$ cat src/rtl/mem_arbiter.sv
// Two-client line-memory arbiter: serialises data-cache and instruction-fetch line
// transactions onto one datamem port, data first with a bounded starvation streak.
module mem_arbiter #(
  parameter int ADDR_WIDTH      = 32,
  parameter int LINE_WIDTH      = 128,
  parameter int MAX_DATA_STREAK = 4
) (
  input  logic                  clk,
  input  logic                  rst,
  input  logic                  d_req,
  input  logic                  d_we,
  input  logic [ADDR_WIDTH-1:0] d_addr,
  input  logic [LINE_WIDTH-1:0] d_wdata,
  output logic [LINE_WIDTH-1:0] d_rdata,
  output logic                  d_ready,
  input  logic                  i_req,
  input  logic [ADDR_WIDTH-1:0] i_addr,
  output logic [LINE_WIDTH-1:0] i_rdata,
  output logic                  i_ready,
  output logic                  mem_req,
  output logic                  WriteEnable,
  output logic [ADDR_WIDTH-1:0] memory_address,
  output logic [LINE_WIDTH-1:0] mem_writedata,
  input  logic [LINE_WIDTH-1:0] mem_readdata,
  input  logic                  mem_ready
);

  localparam int STREAK_W = $clog2(MAX_DATA_STREAK + 1);

  typedef enum logic [1:0] {
    ST_IDLE,
    ST_BUSY,
    ST_RESP
  } state_t;

  state_t                r_state;
  state_t                w_next_state;
  logic                  r_owner_d;
  logic                  r_we;
  logic [ADDR_WIDTH-1:0] r_addr;
  logic [LINE_WIDTH-1:0] r_wdata;
  logic [LINE_WIDTH-1:0] r_d_rdata;
  logic [LINE_WIDTH-1:0] r_i_rdata;
  logic [STREAK_W-1:0]   r_streak;
  logic                  w_grant_d;
  logic                  w_grant_i;
  logic                  w_starved;
  logic                  w_done;
  logic                  w_unused;

  // Byte offsets inside a line never reach the memory port.
  assign w_unused  = ^{d_addr[3:0], i_addr[3:0]};
  assign w_starved = (r_streak == STREAK_W'(MAX_DATA_STREAK));
  assign w_done    = (r_state == ST_BUSY) && mem_ready;

  // NOTE: every variable gets a default before the case so no path infers a latch.
  always_comb begin
    w_next_state = r_state;
    w_grant_d    = 1'b0;
    w_grant_i    = 1'b0;
    unique case (r_state)
      ST_IDLE: begin
        if (d_req && !(i_req && w_starved)) begin
          w_grant_d = 1'b1;
        end else if (i_req) begin
          w_grant_i = 1'b1;
        end
        if (w_grant_d || w_grant_i) begin
          w_next_state = ST_BUSY;
        end
      end
      ST_BUSY: begin
        if (mem_ready) begin
          w_next_state = ST_RESP;
        end
      end
      ST_RESP: w_next_state = ST_IDLE;
      default: w_next_state = ST_IDLE;
    endcase
  end

  // NOTE: sequential state uses non-blocking assignments so all registers update together.
  always_ff @(posedge clk) begin
    if (rst) begin
      r_state <= ST_IDLE;
    end else begin
      r_state <= w_next_state;
    end
  end

  always_ff @(posedge clk) begin
    if (rst) begin
      r_owner_d <= 1'b0;
      r_we      <= 1'b0;
      r_addr    <= '0;
      r_wdata   <= '0;
      r_d_rdata <= '0;
      r_i_rdata <= '0;
      r_streak  <= '0;
    end else begin
      if (w_grant_d) begin
        r_owner_d <= 1'b1;
        r_we      <= d_we;
        r_addr    <= {d_addr[ADDR_WIDTH-1:4], 4'b0};
        r_wdata   <= d_we ? d_wdata : '0;
        if (i_req && !w_starved) begin
          r_streak <= r_streak + STREAK_W'(1);
        end
      end else if (w_grant_i) begin
        r_owner_d <= 1'b0;
        r_we      <= 1'b0;
        r_addr    <= {i_addr[ADDR_WIDTH-1:4], 4'b0};
        r_wdata   <= '0;
        r_streak  <= '0;
      end
      if (w_done) begin
        r_we <= 1'b0;
        if (!r_we) begin
          if (r_owner_d) begin
            r_d_rdata <= mem_readdata;
          end else begin
            r_i_rdata <= mem_readdata;
          end
        end
      end
    end
  end

  assign mem_req        = (r_state == ST_BUSY);
  assign WriteEnable    = r_we;
  assign memory_address = r_addr;
  assign mem_writedata  = r_wdata;
  assign d_ready        = (r_state == ST_RESP) && r_owner_d;
  assign i_ready        = (r_state == ST_RESP) && !r_owner_d;
  assign d_rdata        = r_d_rdata;
  assign i_rdata        = r_i_rdata;

endmodule

$ cat config.mk
export PLATFORM = sky130hd
export DESIGN_NAME = mem_arbiter
export DESIGN_NICKNAME = d
export VERILOG_FILES = /design/src/rtl/mem_arbiter.sv
export SDC_FILE = /design/constraint.sdc
export NUM_CORES = 1
export LEC_CHECK = 0
export BUFFER_PORTS_ARGS = -buffer_cell sky130_fd_sc_hd__buf_4
export CORE_AREA = 2 2 294 296
export DETAILED_ROUTE_END_ITERATION = 12
export DIE_AREA = 0 0 296 298
export PLACE_DENSITY = 0.39
export SLEW_MARGIN = 20
export SYNTH_ARGS = -nofsm -noshare
export SYNTH_HDL_FRONTEND = slang
export SYNTH_SLANG_ARGS = --single-unit
export TNS_END_PERCENT = 1
$ cat constraint.sdc
create_clock -name clk -period 1.6 [get_ports clk]
set_input_delay 0.4 -clock clk [delete_from_list [all_inputs] [get_ports clk]]
set_output_delay 0.4 -clock clk [all_outputs]
set_load 0.02 [all_outputs]
After elaboration in Yosys (flattened, before gate mapping)
Index checks and enable logic that the tools add are counted.

storage, ports and cells
  flip-flop bits (word level) = 419
  bits in latches = 0
  memory bits (writable) = 0
  bits in read-only memories = 0
  input port bits = 326
  output and inout bits = 420
  memories = 0

cells by class
  add/subtract/negate cells = 1
  multipliers = 0
  divide/modulo/power cells = 0
  magnitude comparators = 0
  eq/ne operators = 6
  shift operators = 0
  mux-type cells = 21
  bitwise logic cells = 2
  reduce and logical (&&, ||, !) cells = 17

operator list
  kind                                                    count
  2-to-1 mux 128 bit                                      3
  2-to-1 mux 32 bit                                       2
  2-to-1 mux 1 bit                                        10
  2-to-1 mux 3 bit                                        3
  logical AND 1 bit                                       6
  AND reduction 3 bit                                     2
  2-to-1 mux 2 bit                                        2
  inequality test 2 x 1 -> 1 bit (second input constant)  2
  case mux 2 bit (2 select lines)                         1
  AND reduction 2 bit                                     2
  adder 3 x 1 -> 3 bit (second input constant)            1
  equality test 3 bit (second input constant)             1
  zero test 1 bit                                         3
  equality test 2 x 1 -> 1 bit (second input constant)    1
  equality test 2 bit (second input constant)             1
  zero test 2 bit                                         1
  inequality test 2 bit (second input constant)           1
  NOT 1 bit                                               2
  nonzero test 2 bit                                      1
  OR reduction 2 bit                                      1
  logical OR 1 bit                                        1

Depth between registers and ports, before layout
Gate-level depths: netlist (run 1).

  depth in word-level cells = 9
  gate-level depth with buffers = 7

Worst setup path before layout (run 1)
No wires, ideal clock.

  kind = register to register
  start = register r_streak[0]
  end = register r_wdata[11] (netlist: mem_writedata[11])
  library setup time = 70 ps
  arrival = 1547 ps
  required time = 1530 ps
  path slack = -18 ps
  cell stages (with the launch flop) = 8
  path buffers = 2
  cell sequence = dfxtp_1 > inv_1 > ha_1 > nand3_1 > clkbuf_1 > clkbuf_1 > nand3_1 > a21oi_1

between the ends
  cells in the longest elaborated chain, start to end = 8

ends and longest elaborated chain
  item                                                             RTL line  RTL
  from (decl)                                                      44        logic [STREAK_W-1:0] r_streak;
  from (signal assigned)                                           107       r_streak <= r_streak + STREAK_W'(1);
  equality test 3 bit *                                            53        assign w_starved = (r_streak == STREAK_W'(MAX_DATA_STREAK));
  logical AND 1 bit *                                              63        if (d_req && !(i_req && w_starved)) begin
  zero test 1 bit *                                                63
  logical AND 1 bit *                                              63
  2-to-1 mux 1 bit                                                 63
  2-to-1 mux 1 bit (2 in a row)                                    61        unique case (r_state)
  2-to-1 mux 128 bit / nonzero test 2 bit (equally long branches)  --
  to (signal assigned)                                             105       r_wdata <= d_we ? d_wdata : '0;
  to (decl)                                                        41        logic [LINE_WIDTH-1:0] r_wdata;

Mark *: on every way between the ends. The rest lies on a longest branch, timed or not. The select of a mux whose other input is x is not followed.
A chain may end at the register's enable or synchronous reset.

Worst setup path in the final report (run 1)
  start = register r_state[0]
  end = output port d_ready

between the ends
  cells in the longest elaborated chain, start to end = 2

ends and longest elaborated chain
  item                    RTL line  RTL
  from (decl)             36        state_t r_state;
  from (signal assigned)  87        r_state <= w_next_state;
  equality test 2 bit     133       assign d_ready = (r_state == ST_RESP) && r_owner_d;
  logical AND 1 bit       133
  to (decl)               15        output logic d_ready,

Every way passes these cells.

==> results of run 1 <==
[layout by cell type, fill, tap and decap left out, types with 7 or more instances in the layout]
cell type	synthesis	layout
a21oi_1	161	137
a21oi_2	0	24
a311oi_1	28	26
buf_12	0	38
buf_4	18	781
buf_6	15	10
clkbuf_1	115	13
clkbuf_16	0	53
clkbuf_8	0	15
clkinv_2	0	10
dfxtp_1	419	410
dfxtp_2	0	7
mux2i_1	256	256
nand2b_1	385	385
nand3_1	157	149
nand3_2	0	7
o21ai_0	156	118
o21ai_1	3	37
[layout make-up]
class / count / area [µm²] / area share, %
flip-flops and latches: 419 / 8400 / 31.9
multi-input cells: 1180 / 8050 / 30.5
repair buffers: 831 / 6780 / 25.7
clock buffers: 81 / 1580 / 6.00
well taps: 1144 / 1430 / 5.43
clock inverters: 15 / 113 / 0.427
inverters: 2 / 7.51 / 0.0285
diodes: 2 / 5.00 / 0.0190
[flip-flops by register name, indices dropped and copies added, names as in the netlist]
name	cells
WriteEnable	1
d_rdata	128
i_rdata	128
mem_writedata	128
memory_address	28
r_owner_d	1
r_state	2
r_streak	3
[path summary, 6_finish.rpt]
kind                            start  cells after the start                         endpoint  slack, ns
max           r_state[0]$_SDFFE_PP0P_                      4                          d_ready      -0.30
min                       d_wdata[37]                      3   mem_writedata[37]$_SDFFE_PP0P_       0.07
max reg2reg   r_state[1]$_SDFFE_PP0P_                      6  memory_address[22]$_SDFFE_PP0P_      -0.12
min reg2reg  d_rdata[67]$_SDFFE_PP0P_                      2         d_rdata[67]$_SDFFE_PP0P_       0.47
[kinds of logic after synthesis]
| logic type | count (synthesis) | share of synthesized area [%] |
|---|---|---|
| AO/OA/AOI/OAI | 349 | 10.9 |
| adder cells (fa/ha/maj) | 2 | 0.147 |
| other | 1 | 0.0220 |
| buffers and inverters | 174 | 5.05 |
| flip-flops | 419 | 49.1 |
| multiplexers | 256 | 15.0 |
| AND/OR/NAND/NOR | 569 | 19.8 |
[worst max-delay path, delay by kind of cell, from the launching register on]
| kind | cells | cell delay [ns] |
|---|---|---|
| AND/OR/NAND/NOR | 1 | 0.24 |
| flip-flops | 1 | 0.32 |
| buffers and inverters | 3 | 0.35 |
[per-layer routing]
metal | wire length, µm | part of all wire [%]
met5 | 61 | 0.087
met4 | 1700 | 2.4
met3 | 7380 | 10
met2 | 33800 | 48
met1 | 27500 | 39
[where the power goes]
part	internal, mW	total [mW]	switching (mW)
registers	10.9	11.1	0.230
clock network	6.92	11.7	4.76
logic	1.89	3.97	2.08
total	19.7	26.7	7.07
[timing repair]
action	in CTS	in global routing
buffers inserted	4	1
setup endpoints to repair	111	298
gates cloned	0	0
gates resized for setup	32	70
hold endpoints to repair	0	0
pin swaps	68	35
==> flow_metrics.env, run 1 <==
export IMPL_status="finished with violations"
export IMPL_violations="negative setup slack"
export IMPL_fin_setup_tns_ns=-4.65
export IMPL_clk_pin_slew_ns=0.06
export IMPL_place_area_um2=24400
export IMPL_ant_nets=0
export IMPL_drc=0
export IMPL_setup_viol=97
export IMPL_max_freq_mhz=527
export IMPL_avgSynthCellArea_um2=9.64
export IMPL_slowest_delay_ns=0.32
export IMPL_cts_buffers=52
export IMPL_path_max_fanout=3
export IMPL_vias=15600
export IMPL_grtUsageMet2_pct=26.0
export IMPL_first_pass_iters=6
export IMPL_end_kind="primary output"
export IMPL_cellPowerDensity_nw_per_um2=1010
export IMPL_arrival_ns=1.50
export IMPL_fill_cells=8953
export IMPL_power_leakage_nw=11.4
export IMPL_ios=746
export IMPL_max_vdd_ir_drop_v=0.000537
export IMPL_synth_largest_area_cell="dfxtp_1"
export IMPL_ys_warn_count=0
export IMPL_critical_path_required_ns=1.20
export IMPL_dieWidth_um=296
export IMPL_htreeDepth=2
export IMPL_syn_area_um2=17100
export IMPL_async_reset_ff_share_pct=0
export IMPL_fin_crit_sh_pct=119
export IMPL_drive_above_1_share_pct=38.6
export IMPL_ys_types=32
export IMPL_wl_per_cell_um=19.2
export IMPL_cts_tree="built"
export IMPL_hpwl_um=52400
export IMPL_post_place_ws_ns=-0.123
export IMPL_yosysSeqAreaShare_pct=49.1
export IMPL_hold_violations=0
export IMPL_synth_commonest_cells="dfxtp_1 (419), nand2b_1 (385), mux2i_1 (256)"
export IMPL_fin_area_um2=26400
export IMPL_rows=107
export IMPL_cts_hold_buf=0
export IMPL_syn_inst=1770
export IMPL_holdCritPathClass="primary input to flip-flop"
export IMPL_finClkSkew_ns=0.0126
export IMPL_fp_dieH_um=298
export IMPL_ctsRootBufferMaster="clkbuf_16"
export IMPL_grt_most_used_layer="met2"
export IMPL_drt_initial_drc_count=614
export IMPL_fin_nets=2814
export IMPL_path_class="flip-flop to primary output"
export IMPL_finalMaxSlewViolations=0
export IMPL_synth_edff_count=0
export IMPL_finalPower_mw=26.7
export IMPL_grt_pass1_vias=16100
export IMPL_grt_max_degree=69
export IMPL_antenna_found_initial=7
export IMPL_clockBufferDepth=3
export IMPL_use_met1_pct=17.2
export IMPL_clkLatencyLatePin_ns=0.59
export IMPL_utilization_pct=31.1
export IMPL_worst_slack_ns=-0.299
export IMPL_synthFlopType="dfxtp_1"
export IMPL_initial_core_util_pct=20.1
export IMPL_die_area_um2=88200
export IMPL_hold_ws_ns=0.0716
export IMPL_wl_um=70500
export IMPL_grt_pass1_wl_um=103000
export IMPL_yosys_top_cells_area="dfxtp_1 (49%), mux2i_1 (15%), nand2b_1 (14%)"
export IMPL_path_cells="buf_6 -> buf_6 -> and3b_2 -> buf_6"
export IMPL_gp_congestion=0.790
export IMPL_period_minus_slack_ns=1.90
export IMPL_yosysMostFrequentCell="dfxtp_1"
export IMPL_drv_cap=0
export IMPL_clock_sinks=419
export IMPL_vias_per_cell=4.25
export IMPL_cp_common_cell="buf_6"
export IMPL_core_area_um2=84900
export IMPL_final_cells=3674
export IMPL_crit_slowest_cell="dfxtp_2"
export IMPL_grt_met3_usage_pct=6.38
export IMPL_grt_ovfl_total=0
export IMPL_cp_start_kind="flip-flop"
export IMPL_io_buffers=733
export IMPL_area_delta_synth_final_pct=54.5
export IMPL_grt_usage_pct=15.2
export IMPL_dp_cells=3571
export IMPL_ys_ff_latch=419
export IMPL_yosysTopAreaCellShare_pct=49.1
export IMPL_rsz0062_at_grt="true"
No activity file was read; power rests on OpenSTA's default activity.
==> inputs of run 2 (changes only) <==
BUFFER_PORTS_ARGS = -buffer_cell sky130_fd_sc_hd__buf_2   (was -buffer_cell sky130_fd_sc_hd__buf_4)
==> run 2 against run 1 <==
Against the previous run: register-to-register slack better by 0.08 ns; via count hardly changed; the flow still finishes with violations (negative setup slack); clock power hardly changed; count of clock-buffer cells in the layout is 5 higher; global-route usage is 1.0 points lower; maximum frequency is 0.38% higher; sequential power hardly changed; largest power group unchanged; cell count is 0.22% higher; final area is 6.8% lower; sequential cell count stayed put; critical endpoint unchanged.
==> flow_metrics.env, run 2 (same netlist as run 1, synthesis figures left out) <==
export IMPL_drc=0
export IMPL_setup_viol=46
export IMPL_worst_slack_ns=-0.292
export IMPL_finClkSkew_ns=0.0175
export IMPL_power_leakage_nw=11.1
export IMPL_layout_common_cells="buf_2 (706), dfxtp_1 (406), nand2b_1 (385)"
export IMPL_dieWidth_um=296
export IMPL_core_area_um2=84900
export IMPL_path_class="flip-flop to primary output"
export IMPL_critical_path_required_ns=1.20
export IMPL_clkLatencyLatePin_ns=0.58
export IMPL_cp_start_kind="flip-flop"
export IMPL_crit_slowest_cell="dfxtp_2"
export IMPL_cts_tree="built"
export IMPL_grt_ovfl_total=0
export IMPL_io_buffers=733
export IMPL_vias_per_cell=4.24
export IMPL_hold_violations=0
export IMPL_cts_buffers=53
export IMPL_grt_usage_pct=14.2
export IMPL_hpwl_um=50000
export IMPL_max_vdd_ir_drop_v=0.000622
export IMPL_drt_initial_drc_count=573
export IMPL_htreeDepth=2
export IMPL_gp_congestion=0.791
export IMPL_wl_per_cell_um=18.0
export IMPL_finalMaxSlewViolations=0
export IMPL_fin_crit_sh_pct=118
export IMPL_initial_core_util_pct=20.1
export IMPL_clockBufferDepth=3
export IMPL_cellPowerDensity_nw_per_um2=1080
export IMPL_layout_commonest_cell="buf_2"
export IMPL_cts_hold_buf=0
export IMPL_grt_pass1_vias=16000
export IMPL_antenna_found_initial=20
export IMPL_clock_sinks=419
export IMPL_status="finished with violations"
export IMPL_violations="negative setup slack"
export IMPL_drive_above_1_share_pct=37.7
export IMPL_path_cells="buf_6 -> buf_6 -> and3b_1 -> buf_6"
export IMPL_cp_common_cell="buf_6"
export IMPL_rsz0062_at_grt="true"
export IMPL_dp_cells=3581
export IMPL_area_delta_synth_final_pct=44.0
export IMPL_wl_um=66300
export IMPL_max_freq_mhz=529
export IMPL_ctsRootBufferMaster="clkbuf_16"
export IMPL_holdCritPathClass="primary input to flip-flop"
export IMPL_arrival_ns=1.49
export IMPL_period_minus_slack_ns=1.89
export IMPL_vias=15600
export IMPL_slowest_delay_ns=0.32
export IMPL_hold_depth=3
export IMPL_die_area_um2=88200
export IMPL_clk_pin_slew_ns=0.06
export IMPL_grt_max_degree=69
export IMPL_first_pass_iters=4
export IMPL_final_cells=3682
export IMPL_fp_dieH_um=298
export IMPL_drv_cap=0
export IMPL_path_max_fanout=6
export IMPL_rows=107
export IMPL_ant_nets=0
export IMPL_end_kind="primary output"
export IMPL_post_place_ws_ns=-0.258
export IMPL_ios=746
export IMPL_fin_nets=2822
export IMPL_grt_pass1_wl_um=97600
export IMPL_worstRegToRegCells=5
[run 2: repair_timing]
action / CTS / global route
endpoints found under the setup margin: 200 / 353
setup buffers: 1 / 1
pin swaps: 1 / 25
cloned: 0 / 0
gates resized for setup: 50 / 42
[run 2: where the power goes]
part | internal (mW) | switching, mW | total, mW
clock network | 7.21 | 4.68 | 11.9
registers | 10.9 | 0.212 | 11.1
logic | 1.46 | 2.01 | 3.47
total | 19.5 | 6.91 | 26.4
[run 2: layout make-up]
type | instances | area [µm²]
Clock buffer | 86 | 1550
Antenna cell | 4 | 10.0
Fill cell | 9165 | 60300
Clock inverter | 9 | 156
Inverter | 2 | 7.51
Tap cell | 1144 | 1430
Multi-Input combinational cell | 1180 | 7960
Timing Repair Buffer | 838 | 5060
Sequential cell | 419 | 8400
[run 2: path summary, 6_finish.rpt]
kind	startpoint	endpoint	slack, ns
worst max-delay path	r_state[0]$_SDFFE_PP0P_	d_ready	-0.29
worst min-delay path	d_wdata[91]	mem_writedata[91]$_SDFFE_PP0P_	0.07
worst max register to register	r_state[0]$_SDFFE_PP0P_	i_rdata[57]$_SDFFE_PP0P_	-0.04
worst min register to register	d_rdata[14]$_SDFFE_PP0P_	d_rdata[14]$_SDFFE_PP0P_	0.47
[run 2: worst max-delay path, delay by kind of cell (launching register included)]
| family | cells | cell delay, ns |
|---|---|---|
| buffers and inverters | 3 | 0.38 |
| flip-flops | 1 | 0.32 |
| AND/OR/NAND/NOR | 1 | 0.21 |
[run 2: stage by stage]
stage | TNS, ns | power, mW | util, % | cell area [µm²] | hold slack, ns
floorplan | -1.75 | 13.2 | - | 17100 | 0.449
global placement | -19.61 | 14.7 | 26.6 | 22600 | 0.455
detailed placement | -26.75 | 14.7 | 26.6 | 22600 | 0.459
CTS | -5.25 | 27.0 | 28.8 | 24500 | 0.00457
global route | -16.58 | 27.7 | 29.0 | 24600 | 0.0262
finish | -1.70 | 26.4 | 29.0 | 24600 | 0.0671
[run 2: routing by layer]
layer / track usage [%] / part of all wire [%] / up-vias
met3: 6.50 / 11 / 115
li1: - / - / 7530
met1: 15.7 / 38 / 7319
met5: 0 / 0.26 / -
met2: 24.4 / 48 / 603
met4: 3.80 / 2.3 / 28
